**config.mk**
```make
export PLATFORM = sky130hd
export DESIGN_NAME = rv32i_decode_stage_flat
export DESIGN_NICKNAME = d
export VERILOG_FILES = /design/src/rtl/rv32i_decode_stage_pkg.sv /design/src/rtl/rv32i_decode_stage_if.sv /design/src/rtl/rv32i_imm_gen.sv /design/src/rtl/rv32i_decode_stage.sv /design/src/flat_wrapper.sv
export SDC_FILE = /design/constraint.sdc
export NUM_CORES = 1
export LEC_CHECK = 0
export CORE_MARGIN = 4
export CORE_UTILIZATION = 45
export CTS_BUF_LIST = sky130_fd_sc_hd__clkbuf_16
export DETAILED_ROUTE_END_ITERATION = 6
export PLACE_DENSITY = 0.81
export RECOVER_POWER = 100
export SYNTH_ARGS = -nofsm -noshare
export SYNTH_HDL_FRONTEND = slang
export SYNTH_SLANG_ARGS = --single-unit
export TNS_END_PERCENT = 1
```
**constraint.sdc**
```tcl
create_clock -name Clk -period 2.9 [get_ports Clk]
set_clock_uncertainty 0.05 [all_clocks]
set_input_delay 0.435 -clock Clk [delete_from_list [all_inputs] [get_ports Clk]]
set_output_delay 0.435 -clock Clk [all_outputs]
set_load 0.02 [all_outputs]
```
**src/rtl/rv32i_decode_stage_pkg.sv**
```systemverilog
// Shared RV32I encoding definitions: opcodes, funct fields, ALU op and immediate format enums.
package rv32i_decode_stage_pkg;

  localparam logic [6:0] OPC_LUI    = 7'b0110111;
  localparam logic [6:0] OPC_AUIPC  = 7'b0010111;
  localparam logic [6:0] OPC_JAL    = 7'b1101111;
  localparam logic [6:0] OPC_JALR   = 7'b1100111;
  localparam logic [6:0] OPC_BRANCH = 7'b1100011;
  localparam logic [6:0] OPC_LOAD   = 7'b0000011;
  localparam logic [6:0] OPC_STORE  = 7'b0100011;
  localparam logic [6:0] OPC_OP_IMM = 7'b0010011;
  localparam logic [6:0] OPC_OP     = 7'b0110011;
  localparam logic [6:0] OPC_FENCE  = 7'b0001111;
  localparam logic [6:0] OPC_SYSTEM = 7'b1110011;

  localparam logic [2:0] F3_ADD_SUB = 3'b000;
  localparam logic [2:0] F3_SLL     = 3'b001;
  localparam logic [2:0] F3_SLT     = 3'b010;
  localparam logic [2:0] F3_SLTU    = 3'b011;
  localparam logic [2:0] F3_XOR     = 3'b100;
  localparam logic [2:0] F3_SR      = 3'b101;
  localparam logic [2:0] F3_OR      = 3'b110;
  localparam logic [2:0] F3_AND     = 3'b111;

  localparam logic [6:0] F7_BASE = 7'b0000000;
  localparam logic [6:0] F7_ALT  = 7'b0100000;

  typedef enum logic [3:0] {
    ALU_ADD, ALU_SUB, ALU_SLL, ALU_SLT, ALU_SLTU, ALU_XOR,
    ALU_SRL, ALU_SRA, ALU_OR, ALU_AND, ALU_COPY_B
  } alu_op_t;

  typedef enum logic [2:0] {
    IMM_NONE, IMM_I, IMM_S, IMM_B, IMM_U, IMM_J
  } imm_fmt_t;

  // Map funct3 (plus the funct7[5] "alternate" bit) to an ALU operation.
  function automatic alu_op_t alu_from_f3(input logic [2:0] f3, input logic alt);
    case (f3)
      F3_ADD_SUB: alu_from_f3 = alt ? ALU_SUB : ALU_ADD;
      F3_SLL:     alu_from_f3 = ALU_SLL;
      F3_SLT:     alu_from_f3 = ALU_SLT;
      F3_SLTU:    alu_from_f3 = ALU_SLTU;
      F3_XOR:     alu_from_f3 = ALU_XOR;
      F3_SR:      alu_from_f3 = alt ? ALU_SRA : ALU_SRL;
      F3_OR:      alu_from_f3 = ALU_OR;
      default:    alu_from_f3 = ALU_AND;
    endcase
  endfunction

endpackage

```
**src/rtl/rv32i_decode_stage_if.sv**
```systemverilog
// IF->ID input bundle and ID/EX output bundle of the decode stage.
interface rv32i_decode_stage_if
  import rv32i_decode_stage_pkg::*;
#(
  parameter int XLEN = 32
);
  logic            IF_Valid;
  logic [31:0]     IF_Instruction;
  logic [XLEN-1:0] IF_PC;
  logic            EX_Stall;
  logic            Flush;
  logic            Stall_Req;
  logic            ID_Valid;
  logic [XLEN-1:0] ID_PC;
  logic [4:0]      ID_Rs1;
  logic [4:0]      ID_Rs2;
  logic [4:0]      ID_Rd;
  logic [XLEN-1:0] ID_Imm;
  alu_op_t         ID_AluOp;
  logic            ID_AluSrcImm;
  logic            ID_RegWrEn;
  logic            ID_MemRdEn;
  logic            ID_MemWrEn;
  logic [2:0]      ID_Funct3;
  logic            ID_Branch;
  logic            ID_Jump;
  logic            ID_Illegal;

  modport master (
    output IF_Valid, IF_Instruction, IF_PC, EX_Stall, Flush,
    input  Stall_Req, ID_Valid, ID_PC, ID_Rs1, ID_Rs2, ID_Rd, ID_Imm, ID_AluOp,
           ID_AluSrcImm, ID_RegWrEn, ID_MemRdEn, ID_MemWrEn, ID_Funct3,
           ID_Branch, ID_Jump, ID_Illegal
  );

  modport slave (
    input  IF_Valid, IF_Instruction, IF_PC, EX_Stall, Flush,
    output Stall_Req, ID_Valid, ID_PC, ID_Rs1, ID_Rs2, ID_Rd, ID_Imm, ID_AluOp,
           ID_AluSrcImm, ID_RegWrEn, ID_MemRdEn, ID_MemWrEn, ID_Funct3,
           ID_Branch, ID_Jump, ID_Illegal
  );
endinterface

```
**src/rtl/rv32i_imm_gen.sv**
```systemverilog
// Combinational immediate generator: instruction word + format -> sign-extended immediate.
module rv32i_imm_gen
  import rv32i_decode_stage_pkg::*;
#(
  parameter int XLEN = 32
) (
  input  logic [31:0]     inst_i,
  input  imm_fmt_t        fmt_i,
  output logic [XLEN-1:0] imm_o
);

  logic signed [31:0]     imm32;
  logic signed [XLEN-1:0] imm_ext;

  // Reassemble the scattered immediate bits for each encoding format.
  always_comb begin
    imm32 = '0;
    case (fmt_i)
      IMM_I:   imm32 = {{20{inst_i[31]}}, inst_i[31:20]};
      IMM_S:   imm32 = {{20{inst_i[31]}}, inst_i[31:25], inst_i[11:7]};
      IMM_B:   imm32 = {{19{inst_i[31]}}, inst_i[31], inst_i[7], inst_i[30:25], inst_i[11:8], 1'b0};
      IMM_U:   imm32 = {inst_i[31:12], 12'b0};
      IMM_J:   imm32 = {{11{inst_i[31]}}, inst_i[31], inst_i[19:12], inst_i[20], inst_i[30:21], 1'b0};
      default: imm32 = '0;
    endcase
  end

  // Signed-to-signed assignment sign-extends bit 31 up to XLEN.
  assign imm_ext = imm32;
  assign imm_o   = imm_ext;

endmodule

```
**src/rtl/rv32i_decode_stage.sv**
```systemverilog
// RV32I instruction-decode stage: decode, load-use hazard detection and ID/EX registers.
module rv32i_decode_stage
  import rv32i_decode_stage_pkg::*;
#(
  parameter int              XLEN     = 32,
  parameter logic [XLEN-1:0] RESET_PC = '0
) (
  input logic                 Clk,
  input logic                 Reset_n,
  rv32i_decode_stage_if.slave bus
);

  logic [31:0] inst;
  logic [6:0]  opcode, funct7;
  logic [2:0]  funct3;
  logic [4:0]  rs1, rs2, rd;
  assign inst   = bus.IF_Instruction;
  assign opcode = inst[6:0];
  assign rd     = inst[11:7];
  assign funct3 = inst[14:12];
  assign rs1    = inst[19:15];
  assign rs2    = inst[24:20];
  assign funct7 = inst[31:25];

  imm_fmt_t        imm_fmt;
  alu_op_t         dec_alu_op;
  logic            dec_src_imm, dec_reg_wr, dec_mem_rd, dec_mem_wr;
  logic            dec_branch, dec_jump, dec_illegal, uses_rs1, uses_rs2;
  logic [XLEN-1:0] dec_imm;

  rv32i_imm_gen #(.XLEN(XLEN)) u_imm_gen (
    .inst_i (inst),
    .fmt_i  (imm_fmt),
    .imm_o  (dec_imm)
  );

  // Decode the incoming instruction word into control fields; illegal encodings drop all enables.
  always_comb begin
    imm_fmt     = IMM_NONE;
    dec_alu_op  = ALU_ADD;
    dec_src_imm = 1'b0;
    dec_reg_wr  = 1'b0;
    dec_mem_rd  = 1'b0;
    dec_mem_wr  = 1'b0;
    dec_branch  = 1'b0;
    dec_jump    = 1'b0;
    dec_illegal = 1'b0;
    uses_rs1    = 1'b0;
    uses_rs2    = 1'b0;
    case (opcode)
      OPC_LUI: begin
        imm_fmt = IMM_U; dec_alu_op = ALU_COPY_B; dec_src_imm = 1'b1; dec_reg_wr = 1'b1;
      end
      OPC_AUIPC: begin
        imm_fmt = IMM_U; dec_src_imm = 1'b1; dec_reg_wr = 1'b1;
      end
      OPC_JAL: begin
        imm_fmt = IMM_J; dec_jump = 1'b1; dec_reg_wr = 1'b1;
      end
      OPC_JALR: begin
        imm_fmt = IMM_I; dec_jump = 1'b1; dec_reg_wr = 1'b1; dec_src_imm = 1'b1; uses_rs1 = 1'b1;
        dec_illegal = (funct3 != 3'b000);
      end
      OPC_BRANCH: begin
        imm_fmt = IMM_B; dec_branch = 1'b1; dec_alu_op = ALU_SUB; uses_rs1 = 1'b1; uses_rs2 = 1'b1;
        dec_illegal = (funct3 == 3'b010) || (funct3 == 3'b011);
      end
      OPC_LOAD: begin
        imm_fmt = IMM_I; dec_src_imm = 1'b1; dec_mem_rd = 1'b1; dec_reg_wr = 1'b1; uses_rs1 = 1'b1;
        dec_illegal = (funct3 == 3'b011) || (funct3 == 3'b110) || (funct3 == 3'b111);
      end
      OPC_STORE: begin
        imm_fmt = IMM_S; dec_src_imm = 1'b1; dec_mem_wr = 1'b1; uses_rs1 = 1'b1; uses_rs2 = 1'b1;
        dec_illegal = (funct3 > 3'b010);
      end
      OPC_OP_IMM: begin
        imm_fmt = IMM_I; dec_src_imm = 1'b1; dec_reg_wr = 1'b1; uses_rs1 = 1'b1;
        if (funct3 == F3_SLL && funct7 != F7_BASE) dec_illegal = 1'b1;
        else if (funct3 == F3_SR && funct7 != F7_BASE && funct7 != F7_ALT) dec_illegal = 1'b1;
        else dec_alu_op = alu_from_f3(funct3, (funct3 == F3_SR) && (funct7 == F7_ALT));
      end
      OPC_OP: begin
        dec_reg_wr = 1'b1; uses_rs1 = 1'b1; uses_rs2 = 1'b1;
        if (funct7 == F7_BASE) dec_alu_op = alu_from_f3(funct3, 1'b0);
        else if (funct7 == F7_ALT && (funct3 == F3_ADD_SUB || funct3 == F3_SR))
          dec_alu_op = alu_from_f3(funct3, 1'b1);
        else dec_illegal = 1'b1;
      end
      OPC_FENCE:  dec_illegal = (funct3 != 3'b000);
      OPC_SYSTEM: dec_illegal = (funct3 != 3'b000);
      default:    dec_illegal = 1'b1;
    endcase
    if (dec_illegal) begin
      dec_reg_wr = 1'b0; dec_mem_rd = 1'b0; dec_mem_wr = 1'b0;
      dec_branch = 1'b0; dec_jump   = 1'b0; uses_rs1   = 1'b0; uses_rs2 = 1'b0;
    end
    if (rd == 5'd0) dec_reg_wr = 1'b0;
  end

  logic            valid_d, valid_q, src_imm_d, src_imm_q, reg_wr_d, reg_wr_q;
  logic            mem_rd_d, mem_rd_q, mem_wr_d, mem_wr_q, branch_d, branch_q;
  logic            jump_d, jump_q, illegal_d, illegal_q;
  logic [XLEN-1:0] pc_d, pc_q, imm_d, imm_q;
  logic [4:0]      rs1_d, rs1_q, rs2_d, rs2_q, rd_d, rd_q;
  logic [2:0]      funct3_d, funct3_q;
  alu_op_t         alu_op_d, alu_op_q;
  logic            stall_req;

  // Load in ID/EX whose rd is read by the instruction now in IF.
  assign stall_req = valid_q && mem_rd_q && bus.IF_Valid && (rd_q != 5'd0) &&
                     ((uses_rs1 && rd_q == rs1) || (uses_rs2 && rd_q == rs2));

  // ID/EX next state: flush beats hold, hold beats bubble, bubble beats capture.
  always_comb begin
    valid_d = valid_q; pc_d = pc_q; rs1_d = rs1_q; rs2_d = rs2_q; rd_d = rd_q;
    imm_d = imm_q; alu_op_d = alu_op_q; src_imm_d = src_imm_q; reg_wr_d = reg_wr_q;
    mem_rd_d = mem_rd_q; mem_wr_d = mem_wr_q; funct3_d = funct3_q; branch_d = branch_q;
    jump_d = jump_q; illegal_d = illegal_q;
    if (bus.Flush) begin
      valid_d = 1'b0; reg_wr_d = 1'b0; mem_rd_d = 1'b0; mem_wr_d = 1'b0;
      branch_d = 1'b0; jump_d = 1'b0; illegal_d = 1'b0;
    end else if (!bus.EX_Stall) begin
      pc_d = bus.IF_PC; rs1_d = rs1; rs2_d = rs2; rd_d = rd; imm_d = dec_imm;
      alu_op_d = dec_alu_op; src_imm_d = dec_src_imm; funct3_d = funct3;
      if (stall_req) begin
        valid_d = 1'b0; reg_wr_d = 1'b0; mem_rd_d = 1'b0; mem_wr_d = 1'b0;
        branch_d = 1'b0; jump_d = 1'b0; illegal_d = 1'b0;
      end else begin
        valid_d   = bus.IF_Valid;
        reg_wr_d  = bus.IF_Valid && dec_reg_wr;
        mem_rd_d  = bus.IF_Valid && dec_mem_rd;
        mem_wr_d  = bus.IF_Valid && dec_mem_wr;
        branch_d  = bus.IF_Valid && dec_branch;
        jump_d    = bus.IF_Valid && dec_jump;
        illegal_d = bus.IF_Valid && dec_illegal;
      end
    end
  end

  // ID/EX pipeline register with asynchronous clear.
  always_ff @(posedge Clk or negedge Reset_n) begin
    if (!Reset_n) begin
      valid_q <= 1'b0; pc_q <= RESET_PC; rs1_q <= '0; rs2_q <= '0; rd_q <= '0;
      imm_q <= '0; alu_op_q <= ALU_ADD; src_imm_q <= 1'b0; reg_wr_q <= 1'b0;
      mem_rd_q <= 1'b0; mem_wr_q <= 1'b0; funct3_q <= '0; branch_q <= 1'b0;
      jump_q <= 1'b0; illegal_q <= 1'b0;
    end else begin
      valid_q <= valid_d; pc_q <= pc_d; rs1_q <= rs1_d; rs2_q <= rs2_d; rd_q <= rd_d;
      imm_q <= imm_d; alu_op_q <= alu_op_d; src_imm_q <= src_imm_d; reg_wr_q <= reg_wr_d;
      mem_rd_q <= mem_rd_d; mem_wr_q <= mem_wr_d; funct3_q <= funct3_d; branch_q <= branch_d;
      jump_q <= jump_d; illegal_q <= illegal_d;
    end
  end

  assign bus.Stall_Req    = stall_req;
  assign bus.ID_Valid     = valid_q;
  assign bus.ID_PC        = pc_q;
  assign bus.ID_Rs1       = rs1_q;
  assign bus.ID_Rs2       = rs2_q;
  assign bus.ID_Rd        = rd_q;
  assign bus.ID_Imm       = imm_q;
  assign bus.ID_AluOp     = alu_op_q;
  assign bus.ID_AluSrcImm = src_imm_q;
  assign bus.ID_RegWrEn   = reg_wr_q;
  assign bus.ID_MemRdEn   = mem_rd_q;
  assign bus.ID_MemWrEn   = mem_wr_q;
  assign bus.ID_Funct3    = funct3_q;
  assign bus.ID_Branch    = branch_q;
  assign bus.ID_Jump      = jump_q;
  assign bus.ID_Illegal   = illegal_q;

endmodule

```
**src/flat_wrapper.sv**
```systemverilog
// flat-port wrapper written by rule: the top's interface ports become plain ports
module rv32i_decode_stage_flat import rv32i_decode_stage_pkg::*;
#(
  parameter int              XLEN     = 32,
  parameter logic [XLEN-1:0] RESET_PC = '0
)
  (Clk, Reset_n, bus_IF_Valid, bus_IF_Instruction, bus_IF_PC, bus_EX_Stall, bus_Flush, bus_Stall_Req, bus_ID_Valid, bus_ID_PC, bus_ID_Rs1, bus_ID_Rs2, bus_ID_Rd, bus_ID_Imm, bus_ID_AluOp, bus_ID_AluSrcImm, bus_ID_RegWrEn, bus_ID_MemRdEn, bus_ID_MemWrEn, bus_ID_Funct3, bus_ID_Branch, bus_ID_Jump, bus_ID_Illegal);
  rv32i_decode_stage_if #(.XLEN(XLEN)) bus_i ();
  input logic Clk;
  input logic Reset_n;
  input wire logic [$bits(bus_i.IF_Valid)-1:0] bus_IF_Valid;
  input wire logic [$bits(bus_i.IF_Instruction)-1:0] bus_IF_Instruction;
  input wire logic [$bits(bus_i.IF_PC)-1:0] bus_IF_PC;
  input wire logic [$bits(bus_i.EX_Stall)-1:0] bus_EX_Stall;
  input wire logic [$bits(bus_i.Flush)-1:0] bus_Flush;
  output wire logic [$bits(bus_i.Stall_Req)-1:0] bus_Stall_Req;
  output wire logic [$bits(bus_i.ID_Valid)-1:0] bus_ID_Valid;
  output wire logic [$bits(bus_i.ID_PC)-1:0] bus_ID_PC;
  output wire logic [$bits(bus_i.ID_Rs1)-1:0] bus_ID_Rs1;
  output wire logic [$bits(bus_i.ID_Rs2)-1:0] bus_ID_Rs2;
  output wire logic [$bits(bus_i.ID_Rd)-1:0] bus_ID_Rd;
  output wire logic [$bits(bus_i.ID_Imm)-1:0] bus_ID_Imm;
  output wire logic [$bits(bus_i.ID_AluOp)-1:0] bus_ID_AluOp;
  output wire logic [$bits(bus_i.ID_AluSrcImm)-1:0] bus_ID_AluSrcImm;
  output wire logic [$bits(bus_i.ID_RegWrEn)-1:0] bus_ID_RegWrEn;
  output wire logic [$bits(bus_i.ID_MemRdEn)-1:0] bus_ID_MemRdEn;
  output wire logic [$bits(bus_i.ID_MemWrEn)-1:0] bus_ID_MemWrEn;
  output wire logic [$bits(bus_i.ID_Funct3)-1:0] bus_ID_Funct3;
  output wire logic [$bits(bus_i.ID_Branch)-1:0] bus_ID_Branch;
  output wire logic [$bits(bus_i.ID_Jump)-1:0] bus_ID_Jump;
  output wire logic [$bits(bus_i.ID_Illegal)-1:0] bus_ID_Illegal;
  assign bus_i.IF_Valid = bus_IF_Valid;
  assign bus_i.IF_Instruction = bus_IF_Instruction;
  assign bus_i.IF_PC = bus_IF_PC;
  assign bus_i.EX_Stall = bus_EX_Stall;
  assign bus_i.Flush = bus_Flush;
  assign bus_Stall_Req = bus_i.Stall_Req;
  assign bus_ID_Valid = bus_i.ID_Valid;
  assign bus_ID_PC = bus_i.ID_PC;
  assign bus_ID_Rs1 = bus_i.ID_Rs1;
  assign bus_ID_Rs2 = bus_i.ID_Rs2;
  assign bus_ID_Rd = bus_i.ID_Rd;
  assign bus_ID_Imm = bus_i.ID_Imm;
  assign bus_ID_AluOp = bus_i.ID_AluOp;
  assign bus_ID_AluSrcImm = bus_i.ID_AluSrcImm;
  assign bus_ID_RegWrEn = bus_i.ID_RegWrEn;
  assign bus_ID_MemRdEn = bus_i.ID_MemRdEn;
  assign bus_ID_MemWrEn = bus_i.ID_MemWrEn;
  assign bus_ID_Funct3 = bus_i.ID_Funct3;
  assign bus_ID_Branch = bus_i.ID_Branch;
  assign bus_ID_Jump = bus_i.ID_Jump;
  assign bus_ID_Illegal = bus_i.ID_Illegal;
  rv32i_decode_stage #(.XLEN(XLEN), .RESET_PC(RESET_PC)) u_core (.Clk(Clk), .Reset_n(Reset_n), .bus(bus_i));
endmodule
```
## Yosys cells after proc, flatten, opt, wreduce, memory -nomap -nowiden

Index checks and enable logic that the tools add are counted.

- Word-level logic and storage cells: 138
- Output and inout bits: 95
- Input port bits: 69
- Flip-flop bits (word level): 94

- Order comparisons: 1
- Eq/ne operators: 28
- Reductions and logical operators: 38
- Bitwise gates (word level): 2
- Mux-type cells: 54

Operators with widths:

| cell | count |
|---|---|
| case mux 32 bit (5 select lines) | 1 |
| case mux 4 bit (7 select lines) | 3 |
| two-way mux 1 bit | 43 |
| == test 7 x 6 -> 1 bit, second input constant | 4 |
| == test 7 bit, second input constant | 4 |
| == test 3 bit, second input constant | 6 |
| logical AND 1 bit | 17 |
| two-way mux 4 bit | 4 |
| case mux 4 bit (4 select lines) | 1 |
| case mux 3 bit (5 select lines) | 1 |
| == test 7 x 5 -> 1 bit, second input constant | 2 |
| == test 3 x 2 -> 1 bit, second input constant | 4 |
| OR reduction 3 bit | 4 |
| OR reduction 6 bit | 2 |
| == test 5 bit | 2 |
| == test 7 x 2 -> 1 bit, second input constant | 1 |
| == test 7 x 4 -> 1 bit, second input constant | 1 |
| zero test 7 bit | 1 |
| != test 7 x 6 -> 1 bit, second input constant | 1 |
| case mux 1 bit (7 select lines) | 1 |
| nonzero test 7 bit | 1 |
| OR reduction 7 bit | 1 |
| == test 3 x 1 -> 1 bit, second input constant | 2 |
| zero test 5 bit | 1 |
| 9 further kinds | 15 |

## Depth between registers and ports, before layout

Gate-level depths: netlist (run 1).

- Depth after elaboration: 13
- Mapped depth: 7
- Depth with buffers taken out: 5

## Cells and area by module

A second synthesis (run 1) with hierarchy kept.

- Cell total of the unflattened synthesis: 569
- Area total of the unflattened synthesis: 4,636.9 um^2

By module, submodules not included:

| module | cells an instance | instances | area each (um^2) | sequential area each (um^2) |
|---|---|---|---|---|
| rv32i_decode_stage | 503 | 1 | 4,246.6 | 2,352.3 |
| rv32i_imm_gen | 66 | 1 | 390.4 | 0.0 |

## Worst setup path after synthesis (run 1)

Ideal clock, no wire load.

- Path kind: in2out
- Start point: in bus_IF_Instruction[12]
- End point: out bus_Stall_Req
- Required time: 2.415 ns
- Data arrival time: 2.131 ns
- Path buffers: 1
- Cell stages on the path: 6
- Slack: 0.284 ns
- Path through: buf_6 or3_4 nor4_2 o21ai_1 a2111o_1 nor4b_2

- Word-level cells in the longest chain between the ends: 10

Ends and longest elaborated chain:

| what | line | source |
|---|---|---|
| start, declared | flat_wrapper.sv:12 | `input wire logic [$bits(bus_i.IF_Instruction)-1:0] bus_IF_Instruction;` |
| == test 3 bit / zero test 3 bit (equally long branches) | rv32i_decode_stage.sv:79, rv32i_decode_stage.sv:85 |  |
| logical OR 1 bit / logical AND 1 bit (equally long branches) | rv32i_decode_stage.sv:85, rv32i_decode_stage.sv:79 |  |
| logical AND 1 bit, on equally long branches | rv32i_decode_stage.sv:85, rv32i_decode_stage.sv:79 |  |
| two-way mux 1 bit, on equally long branches | rv32i_decode_stage.sv:85, rv32i_decode_stage.sv:79 |  |
| two-way mux 1 bit, on equally long branches | rv32i_decode_stage.sv:84, rv32i_decode_stage.sv:78 |  |
| case mux 1 bit (7 select lines) (*) | rv32i_decode_stage.sv:50 | `case (opcode)` |
| two-way mux 1 bit | rv32i_decode_stage.sv:93 | `if (dec_illegal) begin` |
| logical AND 1 bit | rv32i_decode_stage.sv:111 | `((uses_rs1 && rd_q == rs1) \|\| (uses_rs2 && rd_q == rs2));` |
| logical OR 1 bit (*) | rv32i_decode_stage.sv:111 |  |
| logical AND 1 bit (*) | rv32i_decode_stage.sv:110 | `assign stall_req = valid_q && mem_rd_q && bus.IF_Valid && (rd_q != 5'd0) &&` |
| end, declared | flat_wrapper.sv:16 | `output wire logic [$bits(bus_i.Stall_Req)-1:0] bus_Stall_Req;` |

Mark *: on every way between the ends. The rest lies on a longest branch, timed or not.

## Final worst setup path (run 1)

- Start point: in bus_IF_Instruction[13]
- End point: out bus_Stall_Req

The elaborated chain is that of the path after synthesis.

==> results_dict.tcl, run 1 <==
set metrics [dict create \
    antenna_found_initial 0 \
    start_kind "input pin" \
    dpl-instance-area_sq_um 6620 \
    grt_overflow 0 \
    peakVddDrop_mv 0.302 \
    n_antenna_cell 0 \
    layout_common_cells "nand2_1 (198), dlygate4sd3_1 (95), dfrtp_1 (94), clkdlybuf4s50_1 (58), buf_4 (56)" \
    vias 4582 \
    synth_top_cell_by_area "dfrtp_1" \
    wire_per_inst_um 16.8 \
    io_pins 164 \
    avgSynthCellArea_sq_um 8.63 \
    rsz0062_at_grt "no" \
    numCtsBuffers 9 \
    crit_family "simple AND/OR/NAND/NOR gates" \
    finalHoldViolations 0 \
    die_w_um 108 \
    cts_root_buf "clkbuf_16" \
    port_buffers 163 \
    clk_latency_ps 340 \
    rrSetupSlack_ps 930 \
    post-place-cells 846 \
    crit_fanout 3 \
    post-route-min-period_ps 2790 \
    yosys.area.top_type_share_pct 52.3 \
    cts_max_level 3 \
    reg2reg_from "u_core.bus.ID_Rd[0]" \
    holdBufCountCts 0 \
    cp.required_ps 2410 \
    ant_nets 0 \
    die_h_um 108 \
    reg2reg_depth 5 \
    cts_sinks 94 \
    dieArea_sq_um 11700 \
    violations "capacitance limit, slew limit" \
    drt-initial-drc-count 270 \
    drt_wl_total_mm 14.5 \
    stdcell_count 864 \
    drc 0 \
    synth_seq_area_share_pct 52.3 \
    ys_ff_latch 94 \
    slew_viol_final 95 \
    setup_viol 0 \
    finalNetCount 795 \
    synthTopCellsByArea "dfrtp_1 (52%), nand2_1 (17%), o21ai_0 (3.3%), a21oi_1 (3.0%), xor2_1 (2.1%)" \
    critPathBufInv 2 \
    drtPass1Iterations 6 \
    hp-start "u_core.bus.ID_Imm[9]" \
    maxCapViolations 1 \
    syn_area_sq_um 4490 \
    clkTransAtPathRegs_ps 70 \
    area_growth_pct 53.5 \
    cp_cell_sequence "dlygate4sd2_1, or3_4, nor3b_2, o21bai_1, a2111o_1, nor4b_2, buf_2" \
    cts_max_path_buffers 2 \
    worst_slew_pin_slew_ps 2270 \
    leakage_nw 3.36 \
    synth_edf_count 0 \
    place.gp.congestion 0.878 \
    crit_arrival_ps 2300 \
    regToRegEndpoint "u_core.bus.ID_Branch" \
    holdPathEnd "u_core.bus.ID_Imm[9]" \
    rows 36 \
    max_freq_mhz 358 \
    grt_pass1_wl_mm 22.9 \
    min_path_type "register to register" \
    slowest_delay_ps 440 \
    synth_cells 521 \
    outcome "finished with violations" \
    grt.total_usage_pct 25.2 \
    ys.flop_type "dfrtp_1" \
    path_depth 7 \
    synth_warnings 0 \
    final_area_sq_um 6900 \
    fin_crit_sh_pct 96.2 \
    hold_depth 2 \
    crit_type "input pin to output pin" \
    cp_slowest_cell "a2111o_1" \
    relSlewSlack_pct -51.6 \
    ys_types 57 \
    core_area_sq_um 9730 \
    initial_core_util_pct 46.2 \
    post-dp-hpwl_mm 10.7 \
    tritoncts "built" \
    grt_max_degree 95 \
    synth_fp_nets 590 \
    final_common_cell "nand2_1" \
    tns_ps 0 \
    p_per_area_nw_per_um2 508 \
    final_layout_size_suffix_gt1_share_pct 12.2 \
    cp-end-kind "output pin" \
    grt_pass1_vias 4505 \
    postSynth.asyncResetShare_pct 100 \
    vias_per_cell 5.30 \
]
[worst register-to-register path: cells and delay by family (launching register included)]
kind | cells | cell delay [ps]
buffers and inverters | 1 | 140
flip-flops | 1 | 440
AND/OR/NAND/NOR | 1 | 620
AO/OA/AOI/OAI | 3 | 620
[routing by layer]
layer,track usage (%),share of wire (%),vias up
met3,4.30,6.2,25
met4,9.56,2.3,0
met5,0,0,-
met2,42.1,50,180
met1,33.1,42,2206
li1,-,-,2171
[flip-flops by register name (all words and copies together), names as in the netlist, 3 cells and up]
name / count
u_core.bus.ID_AluOp: 4
u_core.bus.ID_Rs1: 5
u_core.bus.ID_Funct3: 3
u_core.bus.ID_Rs2: 5
u_core.bus.ID_Imm: 32
u_core.bus.ID_Rd: 5
u_core.bus.ID_PC: 32
[area by class of cell]
type                       instances  area, sq um
sequential                        94         2350
multi-input combinational        388         1970
timing repair buffer             227         2090
clock buffer                       9          225
tap                              133          166
clock inverter                     7         78.8
fill                             807         2830
inverter                           6         22.5
[logic make-up (layout without fill, tap and decap cells)]
group           Yosys count  after routing  synth area share [%]
compound gates           96             96                  13.3
xor+xnor                 14             14                  2.73
buf+inv                  39            249                  4.04
flops                    94             94                  52.3
mux                       1              1                 0.251
simple gates            277            277                  27.4
[timing repair]
item	CTS	global route
pin swaps	10	3
endpoints found under the setup margin	1	1
buffers inserted	2	0
gates resized for setup	14	6
[synthesized netlist by cell type, types with 2 or more instances]
library cell  count
nand3b_1          2
a31oi_1           2
nor2_1           23
o211ai_1          3
clkbuf_1         22
buf_2             4
o31ai_1           5
a2111oi_0         3
a22oi_1           2
nand4_1           4
xnor2_1           3
nand3_1          10
xor2_1           11
o21ai_0          30
buf_4             6
o21ai_1           4
or3_1             3
or2_2             2
inv_1             6
nor2b_1           3
a21oi_1          27
dfrtp_1          94
a221oi_1          4
a22o_1            2
nor3_1            5
and3_1            3
o21bai_1          2
nor4_1            5
nand2b_1          2
and2b_1           2
or4_1             2
nand4b_1          3
nand2_1         198
[through the flow]
| step | power (mW) | setup WS, ps | hold WS, ps | utilization [%] |
|---|---|---|---|---|
| CTS | 3.58 | 9.33 | 108 | 71.5 |
| floorplan | 1.87 | 284 | 89.4 | - |
| global route | 3.65 | 11.9 | 441 | 70.9 |
| detailed placement | 2.37 | -528 | 406 | 68.0 |
| global placement | 2.35 | -534 | 404 | 68.0 |
| finish | 3.50 | 110 | 416 | 70.9 |
[report_power, final]
part	internal (mW)	total, mW	switching, mW
clock	0.679	1.21	0.532
combinational	0.359	0.804	0.444
sequential	1.42	1.49	0.0676
total	2.46	3.50	1.04
[how the worst max path moves through the flow]
stage | start | end | slack (ps)
6_report | bus_IF_Instruction[13] | bus_Stall_Req | 110
3_3_place_gp | bus_IF_Instruction[12] | bus_Stall_Req | -530
2_1_floorplan | bus_IF_Instruction[12] | bus_Stall_Req | 280
3_5_place_dp | bus_IF_Instruction[12] | bus_Stall_Req | -530
5_1_grt | bus_IF_Instruction[13] | bus_Stall_Req | 10
4_1_cts | bus_IF_Instruction[3] | bus_Stall_Req | 9
Note: power is estimated with default switching activity, not from simulation.
==> inputs of run 2 (changes only) <==
--- a/config.mk
+++ b/config.mk
@@ -5,13 +5,13 @@
 export SDC_FILE = /design/constraint.sdc
 export NUM_CORES = 1
 export LEC_CHECK = 0
+export ABC_AREA = 1
 export CORE_MARGIN = 4
 export CORE_UTILIZATION = 45
 export CTS_BUF_LIST = sky130_fd_sc_hd__clkbuf_16
 export DETAILED_ROUTE_END_ITERATION = 6
-export PLACE_DENSITY = 0.81
+export PLACE_DENSITY = 0.8
 export RECOVER_POWER = 100
 export SYNTH_ARGS = -nofsm -noshare
 export SYNTH_HDL_FRONTEND = slang
 export SYNTH_SLANG_ARGS = --single-unit
-export TNS_END_PERCENT = 1
==> results_dict.tcl, run 2 <==
set metrics [dict create \
    outcome "finished with violations" \
    violations "capacitance limit, slew limit" \
    core_area_sq_um 9820 \
    syn_area_sq_um 4560 \
    grt_overflow 0 \
    drt-initial-drc-count 332 \
    tns_ps 0 \
    cts_setup_buffers 0 \
    max_freq_mhz 367 \
    synth_warnings 0 \
    die_w_um 109 \
    ys.flop_type "dfrtp_1" \
    area_growth_pct 50.3 \
    setup_viol 0 \
    intPower_mw 2.32 \
    postSynth.asyncResetShare_pct 100 \
    crit_arrival_ps 2240 \
    cp-end-kind "output pin" \
    clk_latency_ps 350 \
    relSlewSlack_pct -14.5 \
    drt_wl_total_mm 14.2 \
    p_sw_share_pct 30.1 \
    synth_edf_count 0 \
    hold_slack_ps 415 \
    final_layout_size_suffix_gt1_share_pct 10.1 \
    finalHoldViolations 0 \
    fin_crit_sh_pct 94.1 \
    initial_core_util_pct 46.4 \
    ant_nets 0 \
    dpl-instance-area_sq_um 6600 \
    peakVddDrop_mv 0.260 \
    finalPower_mw 3.32 \
    vias_per_cell 4.96 \
    n_antenna_cell 0 \
    grt.total_usage_pct 24.7 \
    post-dp-hpwl_mm 10.9 \
    synth_seq_area_share_pct 51.6 \
    rsz0062_at_grt "no" \
    port_buffers 163 \
    grt_pass1_wl_mm 22.6 \
    crit_fanout 7 \
    p_switching_mw 1.00 \
    grt_max_degree 75 \
    avgSynthCellArea_sq_um 7.70 \
    io_pins 164 \
    min_path_type "register to register" \
    worst_slew_pin_slew_ps 1720 \
    pre_cts_ws_ps -115 \
    cts_root_buf "clkbuf_16" \
    tritoncts "built" \
    dieArea_sq_um 11800 \
    final_area_sq_um 6850 \
    cts_max_level 3 \
    grt_pass1_vias 4551 \
    die_h_um 109 \
    post-route-min-period_ps 2730 \
    start_kind "input pin" \
    drtPass1Iterations 5 \
    yosys.area.top_type_share_pct 51.6 \
    crit_type "input pin to output pin" \
    cts_sinks 94 \
    leakage_nw 3.72 \
    antenna_found_initial 0 \
    cp.required_ps 2410 \
    layout_common_cells "nand2_1 (284), dlygate4sd3_1 (96), dfrtp_1 (94), clkdlybuf4s50_1 (66), o21ai_0 (43)" \
    cts_max_path_buffers 2 \
    p_per_area_nw_per_um2 485 \
    synthTopCellsByArea "dfrtp_1 (52%), nand2_1 (23%), o21ai_0 (4.7%), nor2_1 (3.3%), inv_1 (2.8%)" \
    synth_fp_nets 661 \
    slew_viol_final 31 \
    clock_power_share_pct 33.9 \
    place.gp.congestion 0.894 \
    synth_cells 592 \
    synth.most_common_cell "nand2_1" \
    clkTransAtPathRegs_ps 60 \
    finalNetCount 857 \
    vias 4594 \
    synth_top_cell_by_area "dfrtp_1" \
    final_common_cell "nand2_1" \
    p_comb_share_pct 21.5 \
    ys_ff_latch 94 \
    fin_ws_ps 173 \
    wire_per_inst_um 15.3 \
    maxCapViolations 1 \
    drc 0 \
    numCtsBuffers 9 \
    ys_types 28 \
    seq_power_share_pct 44.6 \
    rows 36 \
    synthTopCellsByCount "nand2_1 (283), dfrtp_1 (94), o21ai_0 (43)" \
]
[run 2: cell count changes after synthesis, moves of 6 or more]
cell	before	now
a21oi_1	27	3
buf_4	6	0
clkbuf_1	22	16
inv_1	6	34
nand2_1	198	283
nand3_2	0	10
nor2_1	23	40
o21ai_0	30	43
xor2_1	11	5
[run 2: cells by family (layout without fill, tap and decap cells)]
logic type	count (synthesis)	count (layout)	synth area share, %
compound gates	58	58	7.16
xor+xnor	8	8	1.54
buf+inv	60	261	5.22
flops	94	94	51.6
simple gates	372	372	34.5
[run 2: through the flow]
step / instances / utilization (%)
final: 926 / 69.8
after global routing: 926 / 69.8
after CTS: 926 / 70.2
after detailed placement: 909 / 67.2
after global placement: 909 / 67.2
after floorplan: 592 / -
[run 2: final timing paths]
kind	cells after the start	end	start	slack (ps)
max	11	bus_Stall_Req	bus_IF_Instruction[3]	170
min	2	u_core.bus.ID_Rs2[1]	u_core.bus.ID_Rs2[1]	420
max reg2reg	9	u_core.bus.ID_Branch	u_core.bus.ID_Rd[3]	1300
min reg2reg	2	u_core.bus.ID_Rs2[1]	u_core.bus.ID_Rs2[1]	420
max in group asynchronous	3	u_core.bus.ID_AluOp[0]	Reset_n	460
min in group asynchronous	2	u_core.bus.ID_Imm[13]	Reset_n	1030
[run 2: worst max-delay path: stages]
cell             delay, ps
clkdlybuf4s50_1        480
nor2_2                 200
nand2_4                120
nor2_1                 190
nor2_1                 100
nand3_1                 90
nand2_1                 80
nor2_4                  90
nand2_1                 80
inv_1                   50
dlygate4sd2_1          320
[run 2: repair_timing]
action | CTS | global route
pin swaps | 0 | 0
hold buffers | 1 | 0
gates resized for setup | 1 | 6
setup endpoints to repair | 1 | 1
endpoints found under the hold margin | 29 | 0
cloned | 0 | 0
[run 2: area by class of cell]
type / count / area (sq um)
clock buffer: 9 / 225
clock inverter: 7 / 57.6
fill: 822 / 2970
inverter: 39 / 146
multi-input combinational: 438 / 1960
sequential: 94 / 2350
tap: 133 / 166
timing repair buffer: 206 / 1940
[run 2: power groups by stage]
| stage | clock (mW) | sequential, mW | combinational (mW) |
|---|---|---|---|
| 5_1_grt | 1.21 | 1.49 | 0.774 |
| 6_report | 1.13 | 1.48 | 0.713 |
| 3_5_place_dp | 0 | 1.51 | 0.758 |
| 4_1_cts | 1.15 | 1.49 | 0.762 |
| 2_1_floorplan | 0 | 1.63 | 0.186 |
| 3_3_place_gp | 0 | 1.50 | 0.743 |
[run 2: routing by layer]
metal / global-route usage, % / part of all wire [%] / vias to the layer above
li1: - / - / 2255
met1: 33.4 / 44 / 2167
met2: 39.3 / 47 / 156
met3: 5.45 / 7.3 / 16
met4: 8.75 / 1.7 / 0
met5: 0 / 0 / -
